### config.mk
export PLATFORM = sky130hd
export DESIGN_NAME = rtc_bus_sequencer
export DESIGN_NICKNAME = d
export VERILOG_FILES = /design/src/rtl/rtc_seq_pkg.sv /design/src/rtl/rtc_phase_timer.sv /design/src/rtl/rtc_bus_sequencer.sv
export SDC_FILE = /design/constraint.sdc
export NUM_CORES = 1
export LEC_CHECK = 0
export BUFFER_PORTS_ARGS = -buffer_cell sky130_fd_sc_hd__buf_2
export CORE_UTILIZATION = 30
export DETAILED_ROUTE_END_ITERATION = 8
export HOLD_SLACK_MARGIN = 0.15
export MAX_ROUTING_LAYER = met4
export SLEW_MARGIN = 20
export SYNTH_ARGS = -nofsm -noshare
export SYNTH_HDL_FRONTEND = slang
export SYNTH_SLANG_ARGS = --single-unit
### constraint.sdc
create_clock -name clk -period 1.92 [get_ports clk]
set_input_delay 0 -clock clk [delete_from_list [all_inputs] [get_ports clk]]
set_output_delay 0 -clock clk [all_outputs]
set_load 0.1 [all_outputs]
### src/rtl/rtc_seq_pkg.sv
// rtl/rtc_seq_pkg.sv - shared types and constants for the RTC bus sequencer
package rtc_seq_pkg;

    typedef enum logic [2:0] {
        ST_IDLE,
        ST_ADDR_SETUP,
        ST_ADDR_STROBE,
        ST_ADDR_HOLD,
        ST_DATA_SETUP,
        ST_DATA_STROBE,
        ST_DATA_HOLD,
        ST_DONE
    } state_e;

    localparam int          IDX_W    = 4;
    localparam logic [7:0]  BUS_IDLE = 8'h00;

endpackage

### src/rtl/rtc_phase_timer.sv
// rtl/rtc_phase_timer.sv - loadable down-counter; last is high on the final cycle of a bus phase
module rtc_phase_timer #(
    parameter int T_PHASE = 10
) (
    input  logic clk,
    input  logic rst,
    input  logic load,
    output logic last
);

    localparam int         W        = $clog2(T_PHASE + 1);
    localparam logic [W-1:0] LOAD_VAL = W'(T_PHASE - 1);

    logic [W-1:0] cnt_q;

    always_ff @(posedge clk) begin
        if (rst) begin
            cnt_q <= '0;
        end else if (load) begin
            cnt_q <= LOAD_VAL;
        end else if (cnt_q != '0) begin
            cnt_q <= cnt_q - W'(1);
        end
    end

    assign last = (cnt_q == '0);

endmodule

### src/rtl/rtc_bus_sequencer.sv
// rtl/rtc_bus_sequencer.sv - RTC multiplexed-bus sequencer: pending write vs periodic read bursts
// Optional: RTC_XFER_CMD_EN prefixes each burst with a transfer-command write to CMD_ADDR.
module rtc_bus_sequencer
    import rtc_seq_pkg::*;
#(
    parameter int         T_PHASE     = 10,
    parameter int         READ_PERIOD = 100000,
    parameter int         N_READ_REGS = 9,
    parameter logic [7:0] RD_BASE     = 8'h21,
    parameter logic [7:0] CMD_ADDR    = 8'hF0
) (
    input  logic             clk,
    input  logic             rst,
    input  logic             wr_req,
    input  logic [7:0]       wr_addr,
    input  logic [7:0]       wr_data,
    input  logic             rd_en,
    input  logic [7:0]       ad_in,
    output logic [7:0]       ad_out,
    output logic             ad_oe,
    output logic             ad_sel,
    output logic             cs_n,
    output logic             wr_n,
    output logic             rd_n,
    output logic             busy,
    output logic             wr_done,
    output logic             rd_valid,
    output logic [7:0]       rd_data,
    output logic [IDX_W-1:0] rd_index
);

`ifdef RTC_XFER_CMD_EN
    localparam bit XFER_EN = 1'b1;
`else
    localparam bit XFER_EN = 1'b0;
`endif

    localparam int PER_W = $clog2(READ_PERIOD + 1);

    state_e           state_q, state_d;
    logic             phase_last, timer_load;
    logic             grant, grant_wr, grant_cmd;
    logic [7:0]       cur_addr_q, cur_data_q, pend_addr_q, pend_data_q, rd_data_q;
    logic             cur_wr_q, cur_cmd_q, pend_q, burst_q, cmd_pend_q;
    logic [IDX_W-1:0] cur_idx_q, burst_idx_q;
    logic [PER_W-1:0] per_cnt_q;
    logic             wrap, last_read_done;

    rtc_phase_timer #(.T_PHASE(T_PHASE)) u_timer (
        .clk  (clk),
        .rst  (rst),
        .load (timer_load),
        .last (phase_last)
    );

    assign wrap           = rd_en && (per_cnt_q == PER_W'(READ_PERIOD - 1));
    assign last_read_done = (state_q == ST_DONE) && !cur_wr_q
                            && (cur_idx_q == IDX_W'(N_READ_REGS - 1));

    always_ff @(posedge clk) begin
        if (rst) state_q <= ST_IDLE;
        else     state_q <= state_d;
    end

    always_comb begin
        state_d    = state_q;
        grant      = 1'b0;
        grant_wr   = 1'b0;
        grant_cmd  = 1'b0;
        timer_load = 1'b0;
        case (state_q)
            ST_IDLE: begin
                if (wr_req || pend_q) begin
                    grant    = 1'b1;
                    grant_wr = 1'b1;
                end else if (burst_q && rd_en) begin
                    grant     = 1'b1;
                    grant_cmd = XFER_EN && cmd_pend_q;
                end
                if (grant) begin
                    state_d    = ST_ADDR_SETUP;
                    timer_load = 1'b1;
                end
            end
            ST_ADDR_SETUP:  if (phase_last) begin state_d = ST_ADDR_STROBE; timer_load = 1'b1; end
            ST_ADDR_STROBE: if (phase_last) begin state_d = ST_ADDR_HOLD;   timer_load = 1'b1; end
            ST_ADDR_HOLD:   if (phase_last) begin state_d = ST_DATA_SETUP;  timer_load = 1'b1; end
            ST_DATA_SETUP:  if (phase_last) begin state_d = ST_DATA_STROBE; timer_load = 1'b1; end
            ST_DATA_STROBE: if (phase_last) begin state_d = ST_DATA_HOLD;   timer_load = 1'b1; end
            ST_DATA_HOLD:   if (phase_last) state_d = ST_DONE;
            ST_DONE:        state_d = ST_IDLE;
            default:        state_d = ST_IDLE;
        endcase
    end

    always_ff @(posedge clk) begin
        if (rst) begin
            per_cnt_q   <= '0;
            pend_q      <= 1'b0;
            pend_addr_q <= '0;
            pend_data_q <= '0;
            cur_addr_q  <= '0;
            cur_data_q  <= '0;
            cur_wr_q    <= 1'b0;
            cur_cmd_q   <= 1'b0;
            cur_idx_q   <= '0;
            burst_q     <= 1'b0;
            burst_idx_q <= '0;
            cmd_pend_q  <= 1'b0;
            rd_data_q   <= BUS_IDLE;
        end else begin
            per_cnt_q <= (!rd_en || wrap) ? '0 : per_cnt_q + PER_W'(1);

            // A request in IDLE is granted directly; otherwise it lands here, last one wins.
            if (wr_req && state_q != ST_IDLE) begin
                pend_q      <= 1'b1;
                pend_addr_q <= wr_addr;
                pend_data_q <= wr_data;
            end else if (grant_wr) begin
                pend_q <= 1'b0;
            end

            if (grant) begin
                if (grant_wr) begin
                    cur_addr_q <= wr_req ? wr_addr : pend_addr_q;
                    cur_data_q <= wr_req ? wr_data : pend_data_q;
                    cur_wr_q   <= 1'b1;
                    cur_cmd_q  <= 1'b0;
                end else if (grant_cmd) begin
                    cur_addr_q <= CMD_ADDR;
                    cur_data_q <= 8'h00;
                    cur_wr_q   <= 1'b1;
                    cur_cmd_q  <= 1'b1;
                    cmd_pend_q <= 1'b0;
                end else begin
                    cur_addr_q  <= RD_BASE + 8'(burst_idx_q);
                    cur_wr_q    <= 1'b0;
                    cur_cmd_q   <= 1'b0;
                    cur_idx_q   <= burst_idx_q;
                    burst_idx_q <= burst_idx_q + IDX_W'(1);
                end
            end

            // Wraps during an active burst are dropped rather than queued.
            if (!rd_en) begin
                burst_q <= 1'b0;
            end else if (wrap && !burst_q) begin
                burst_q     <= 1'b1;
                burst_idx_q <= '0;
                cmd_pend_q  <= XFER_EN;
            end else if (last_read_done) begin
                burst_q <= 1'b0;
            end

            if (state_q == ST_DATA_STROBE && phase_last && !cur_wr_q) rd_data_q <= ad_in;
        end
    end

    always_comb begin
        ad_out   = BUS_IDLE;
        ad_oe    = 1'b0;
        ad_sel   = 1'b0;
        cs_n     = 1'b1;
        wr_n     = 1'b1;
        rd_n     = 1'b1;
        wr_done  = 1'b0;
        rd_valid = 1'b0;
        case (state_q)
            ST_ADDR_SETUP, ST_ADDR_STROBE, ST_ADDR_HOLD: begin
                ad_oe  = 1'b1;
                ad_out = cur_addr_q;
                cs_n   = 1'b0;
                wr_n   = (state_q != ST_ADDR_STROBE);
            end
            ST_DATA_SETUP, ST_DATA_STROBE, ST_DATA_HOLD: begin
                ad_sel = 1'b1;
                cs_n   = 1'b0;
                if (cur_wr_q) begin
                    ad_oe  = 1'b1;
                    ad_out = cur_data_q;
                    wr_n   = (state_q != ST_DATA_STROBE);
                end else begin
                    rd_n   = (state_q != ST_DATA_STROBE);
                end
            end
            ST_DONE: begin
                wr_done  = cur_wr_q && !cur_cmd_q;
                rd_valid = !cur_wr_q;
            end
            default: ;
        endcase
    end

    assign busy     = (state_q != ST_IDLE);
    assign rd_data  = rd_data_q;
    assign rd_index = cur_idx_q;

endmodule

==> impl_metrics.py, run 1 <==
metrics = {
    "worst_setup_path": {
        "critPathKind": "register to output pin",
        "critPathTopFamily": "buffers and inverters",
        "worst-path-buf-inv": 3,
        "crit_path_max_fanout": 12,
        "cp-start-kind": "register",
        "crit_required_ns": 1.92,
        "cp.arrival_ns": 1.86,
        "path_cells": "buf_4 -> nand2_1 -> a21oi_1 -> buf_4 -> a22o_1 -> buf_12",
        "crit_path_top_delay_cell": "dfxtp_1",
        "cpPeakStageDelay_ns": 0.45,
        "cp-end-kind": "output pin",
        "crit_top_cell": "buf_4",
    },
    "power": {
        "p_per_area_nw_per_um2": 1240,
        "irDropWorstVdd_v": 0.000673,
        "leakage_nw": 1.85,
    },
    "cts": {
        "cts_sinks": 75,
        "worstSkewPairLatency_ns": 0.34,
        "tritoncts": "built",
        "ctsLongestPathBuffers": 2,
        "cts_buffers": 9,
        "htreeDepth": 3,
        "clk_root_buffer_cell": "clkbuf_16",
        "clk_pin_slew_ns": 0.06,
    },
    "sta": {
        "rsz0062_at_grt": "false",
        "post-route-min-period_ns": 1.86,
        "slew_headroom": 0.610,
        "finalCritPeriodShare": 0.967,
        "setup_viol": 0,
        "skew_ns": 0.00837,
        "worst_slew_pin_slew_ns": 0.585,
        "hold_viol": 0,
        "fin_ws_ns": 0.0642,
        "fmaxAchievable_mhz": 539,
        "drv_slew": 0,
    },
    "logic_synthesis": {
        "synthMuxAreaShare": 0.0728,
        "synth_top_family_by_area": "simple AND/OR/NAND/NOR gates",
        "synth_cells": 393,
        "synth_compound_area_frac": 0.139,
        "synth_area_per_cell_sq_um": 8.66,
        "yosysWarnings": 0,
        "synthXorXnorAreaFrac": 0.0463,
        "ys_async_sr_fraction": 0,
        "synth_ff_type": "dfxtp_1",
        "ys_seq_area_frac": 0.441,
        "synthSimpleGateAreaFrac": 0.243,
        "synthAdderAreaFrac": 0.0110,
        "netlist_area_sq_um": 3400,
        "synth_edf_count": 0,
        "ys_types": 52,
        "synth_seq_cells": 75,
        "synth_nets": 424,
    },
    "floorplanning": {
        "ioPinCount": 56,
        "dieWidth_um": 109,
        "fp-row-count": 38,
        "initial_core_util": 0.311,
        "coreArea_sq_um": 10900,
        "die_h_um": 109,
        "die-area_sq_um": 11800,
    },
    "routing": {
        "dr.pass1.iters": 4,
        "drc": 0,
        "postRouteAntennaNets": 0,
        "wire_per_inst_um": 13.6,
        "wirelength_um": 8420,
        "drt-initial-drc-count": 146,
        "viasPerCell": 4.87,
        "vias": 3027,
    },
    "global_routing": {
        "antenna_found_initial": 0,
        "grt_pass1_vias": 3051,
        "track_usage": 0.158,
        "grt_pass1_wl_um": 14100,
        "grt_max_degree": 56,
        "gr-total-overflow": 0,
    },
    "finish": {
        "final_cell_mix": "dfxtp_1, nand2_1, nor2_1",
        "seqCellArea_sq_um": 1500,
        "final_common_cell": "dfxtp_1",
        "antennaDiodeCount": 0,
        "layout-drive-gt1-share": 0.218,
        "stdcell_area_sq_um": 4650,
        "multi_input_area_sq_um": 1770,
        "fill_cells": 1077,
        "fin_nets": 508,
        "syn_to_final_growth_pct": 36.7,
        "fin_util": 0.426,
    },
    "placed_design": {
        "post_dp_cell_area_sq_um": 4040,
        "place_hpwl_um": 5630,
        "gp_congestion": 0.771,
        "preCtsSetupSlack_ns": 0.218,
        "io_buffers": 55,
    },
    "min_path": {
        "worst_hold_path_type": "primary input to register",
    },
    "flow_run": {
        "cap_violations": 0,
    },
    "outcome": {
        "outcome": "completed",
    },
}
## stage by stage
stage,hold WS (ns),total power (W),instances,TNS (ns)
5_1_grt,0.211,0.00607,621,0
2_1_floorplan,0.136,0.00327,393,-1.67
3_5_place_dp,0.239,0.00381,579,0
3_3_place_gp,0.232,0.00378,579,0
4_1_cts,0.154,0.00580,621,0
6_report,0.167,0.00577,621,0
## cells in the mapped netlist (all sizes together), types with 6 or more instances
library cell	number	area, sq um
xor2	9	78.8
a21oi	36	180
nand2	56	210
dfxtp	75	1500
nor2	51	201
inv	6	22.5
buf	11	81.3
nor3	7	35.0
a211oi	11	82.6
clkbuf	14	53.8
a22oi	6	45.0
xnor2	9	78.8
nand3	9	45.0
mux2	6	67.6
mux2i	18	180
nand4	8	50.1
a22o	8	70.1
## power by group
part           switching, W  internal [W]  leakage [nW]
logic               0.00122      0.000686          1.08
clock network      0.000642       0.00130         0.166
registers          0.000154       0.00177         0.610
total               0.00202       0.00375          1.85
## worst reg2reg max path: stages (launching register included)
cell,delay (ns)
dfxtp_1,0.34
or4_4,0.55
nor4_4,0.32
or2_1,0.19
buf_12,0.15
a21oi_1,0.05
## timing repair
item,in CTS,in global routing
setup buffers,0,0
setup endpoints to repair,0,1
hold buffers,27,0
hold endpoints to repair,44,0
resized for setup,0,1
## cell families (layout without fill, tap and decap cells)
kind of cell / count (synthesis) / in the layout
and+or+nand+nor: 168 / 168
DFF: 75 / 75
AOI/OAI and AO/OA: 74 / 74
buffers and inverters: 31 / 119
muxes: 24 / 24
xor gates and xnor gates: 18 / 18
adders and majority gates: 3 / 3
## final timing paths
kind | from | to | slack (ns) | depth (start not counted)
worst max-delay path | state_q[2] | ad_out[2] | 0.06 | 6
worst min register to register | pend_addr_q[1] | pend_addr_q[1] | 0.45 | 2
worst max register to register | per_cnt_q[5] | per_cnt_q[15] | 0.21 | 5
worst min-delay path | wr_req | rd_index[3] | 0.17 | 5
## metal layers
metal / routed length [um] / track usage / up-vias
met5: 0 / - / -
met4: 151 / 0.0705 / 0
met3: 317 / 0.0338 / 12
met2: 3970 / 0.254 / 52
met1: 3980 / 0.191 / 1420
li1: - / - / 1543
## flip-flops by register name, summed over array words and instances, names as in the netlist
register	count
per_cnt_q	17
pend_addr_q	8
burst_q	1
rd_index	4
pend_q	1
cur_data_q	8
u_timer.cnt_q	4
cur_wr_q	1
cur_addr_q	8
burst_idx_q	4
rd_data	8
state_q	3
pend_data_q	8
## area by class of cell
| class | count | share of cell area |
|---|---|---|
| clock buffers | 11 | 0.0522 |
| inverters | 6 | 0.00484 |
| flip-flops and latches | 75 | 0.323 |
| multi-input cells | 287 | 0.381 |
| well taps | 140 | 0.0376 |
| clock inverters | 4 | 0.0212 |
| repair buffers | 98 | 0.181 |
Power figures use the tool's default switching activity.
==> run 2, diff against run 1 <==
--- a/config.mk
+++ b/config.mk
@@ -6,6 +6,7 @@
 export NUM_CORES = 1
 export LEC_CHECK = 0
 export BUFFER_PORTS_ARGS = -buffer_cell sky130_fd_sc_hd__buf_2
+export CORE_MARGIN = 10
 export CORE_UTILIZATION = 30
 export DETAILED_ROUTE_END_ITERATION = 8
 export HOLD_SLACK_MARGIN = 0.15
==> run 2 against run 1 <==
  * First-iteration DRC count is 36% higher
  * Flip-flop and latch count did not move
  * Clock skew is 0.0018 ns lower
  * Routed wire length is 5.4% higher
  * Utilization fell by 0.66 points
  * Via count unchanged
  * Largest power group is now registers
  * Highest routed layer unchanged
==> impl_metrics.py, run 2 (synthesized netlist as in run 1, its figures left out) <==
metrics = {
    "outcome": {
        "outcome": "completed",
    },
    "finish": {
        "largest-register": "per_cnt_q",
        "final_cell_mix": "dfxtp_1, nand2_1, nor2_1",
        "antennaDiodeCount": 0,
        "fin_nets": 506,
        "fin_cells": 619,
        "stdcell_area_sq_um": 4600,
        "final_common_cell": "dfxtp_1",
        "layout-drive-gt1-share": 0.211,
        "largest_reg_flops": 17,
        "syn_to_final_growth_pct": 35.2,
    },
    "worst_setup_path": {
        "crit_path_max_fanout": 13,
        "crit_required_ns": 1.92,
        "cp-end-kind": "output pin",
        "critPathKind": "register to output pin",
        "cp.arrival_ns": 1.82,
        "cp-start-kind": "register",
        "r2r-start": "per_cnt_q[5]",
        "crit_end": "ad_out[3]",
        "r2r_cells": 5,
        "startpoint": "state_q[1]",
        "r2r-end": "per_cnt_q[13]",
        "reg2reg_slack_ns": 0.16,
    },
    "routing": {
        "vias": 3027,
        "viasPerCell": 4.89,
        "wire_per_inst_um": 14.3,
        "drt-initial-drc-count": 199,
        "postRouteAntennaNets": 0,
        "drc": 0,
        "dr.pass1.iters": 4,
        "wirelength_um": 8880,
    },
    "power": {
        "irDropWorstVdd_v": 0.000583,
        "p_per_area_nw_per_um2": 1220,
        "leakage_nw": 1.82,
    },
    "cts": {
        "cts_buffers": 9,
        "htreeDepth": 3,
        "worstSkewPairLatency_ns": 0.33,
        "tritoncts": "built",
        "clk_root_buffer_cell": "clkbuf_16",
        "cts_sinks": 75,
        "cts_setup_buffers": 0,
        "cts_resized": 0,
        "cts_hold_buf": 28,
        "clk_pin_slew_ns": 0.06,
        "ctsLongestPathBuffers": 2,
    },
    "global_routing": {
        "antenna_found_initial": 0,
        "grt_pass1_wl_um": 14900,
        "gr-total-overflow": 0,
        "grt_pass1_vias": 3053,
        "grt_max_degree": 56,
        "track_usage": 0.115,
    },
    "placed_design": {
        "preCtsSetupSlack_ns": 0.163,
        "place_hpwl_um": 6210,
        "post_dp_cell_area_sq_um": 4000,
        "io_buffers": 55,
        "gp_congestion": 0.821,
        "placedCellCount": 576,
    },
    "min_path": {
        "worst_hold_path_type": "primary input to register",
    },
    "sta": {
        "finalCritPeriodShare": 0.950,
        "drv_slew": 0,
        "rsz0062_at_grt": "false",
        "setup_viol": 0,
        "fmaxAchievable_mhz": 548,
        "post-route-min-period_ns": 1.82,
        "slew_headroom": 0.604,
        "worst_slew_pin_slew_ns": 0.594,
        "fin_ws_ns": 0.0955,
        "skew_ns": 0.00660,
        "hold_viol": 0,
    },
    "floorplanning": {
        "dieWidth_um": 127,
        "ioPinCount": 56,
        "coreArea_sq_um": 11000,
        "die-area_sq_um": 16000,
        "initial_core_util": 0.310,
        "die_h_um": 127,
        "fp-row-count": 38,
    },
    "flow_run": {
        "cap_violations": 0,
    },
}
## run 2: stage by stage
step	util	setup TNS (ns)	power [W]	hold slack, ns
detailed placement	0.365	0	0.00381	0.245
global placement	0.365	0	0.00378	0.231
global route	0.419	0	0.00592	0.470
floorplan	-	-1.67	0.00327	0.136
finish	0.419	0	0.00560	0.437
CTS	0.419	0	0.00564	0.438
## run 2: cell type report
class,instances,area (sq um)
Clock buffer,11,243
Clock inverter,4,75.1
Fill cell,1060,6380
Inverter,6,22.5
Multi-Input combinational cell,287,1770
Sequential cell,75,1500
Tap cell,140,175
Timing Repair Buffer,96,816
## run 2: worst min-delay path by stage
| stage | from | to | slack, ns | cells after the start |
|---|---|---|---|---|
| final | ad_in[2] | rd_data[2] | 0.44 | 4 |
| after global routing | pend_addr_q[3] | pend_addr_q[3] | 0.47 | 2 |
| after CTS | ad_in[2] | rd_data[2] | 0.44 | 4 |
| after detailed placement | ad_in[2] | rd_data[2] | 0.24 | 3 |
| after global placement | ad_in[3] | rd_data[3] | 0.23 | 3 |
| after floorplan | wr_addr[0] | pend_addr_q[0] | 0.14 | 2 |
## run 2: critical path, cell delays in order, from the launching register on
cell and delay (ns):
dfxtp_1 0.56, buf_4 0.19, o21ba_2 0.30, a22o_1 0.26
buf_12 0.19
## run 2: per-layer routing
layer	routed length, um	GRT usage	up-vias	part of all wire
li1	-	-	1545	-
met1	3930	0.130	1428	0.44
met2	4470	0.187	38	0.50
met3	348	0.0383	16	0.039
met4	131	0.0368	0	0.015
met5	0	-	-	0
## run 2: power breakdown
group	internal, W	switching (W)	leakage, nW
clock network	0.00117	0.000621	0.148
logic	0.000671	0.00121	1.06
registers	0.00177	0.000157	0.610
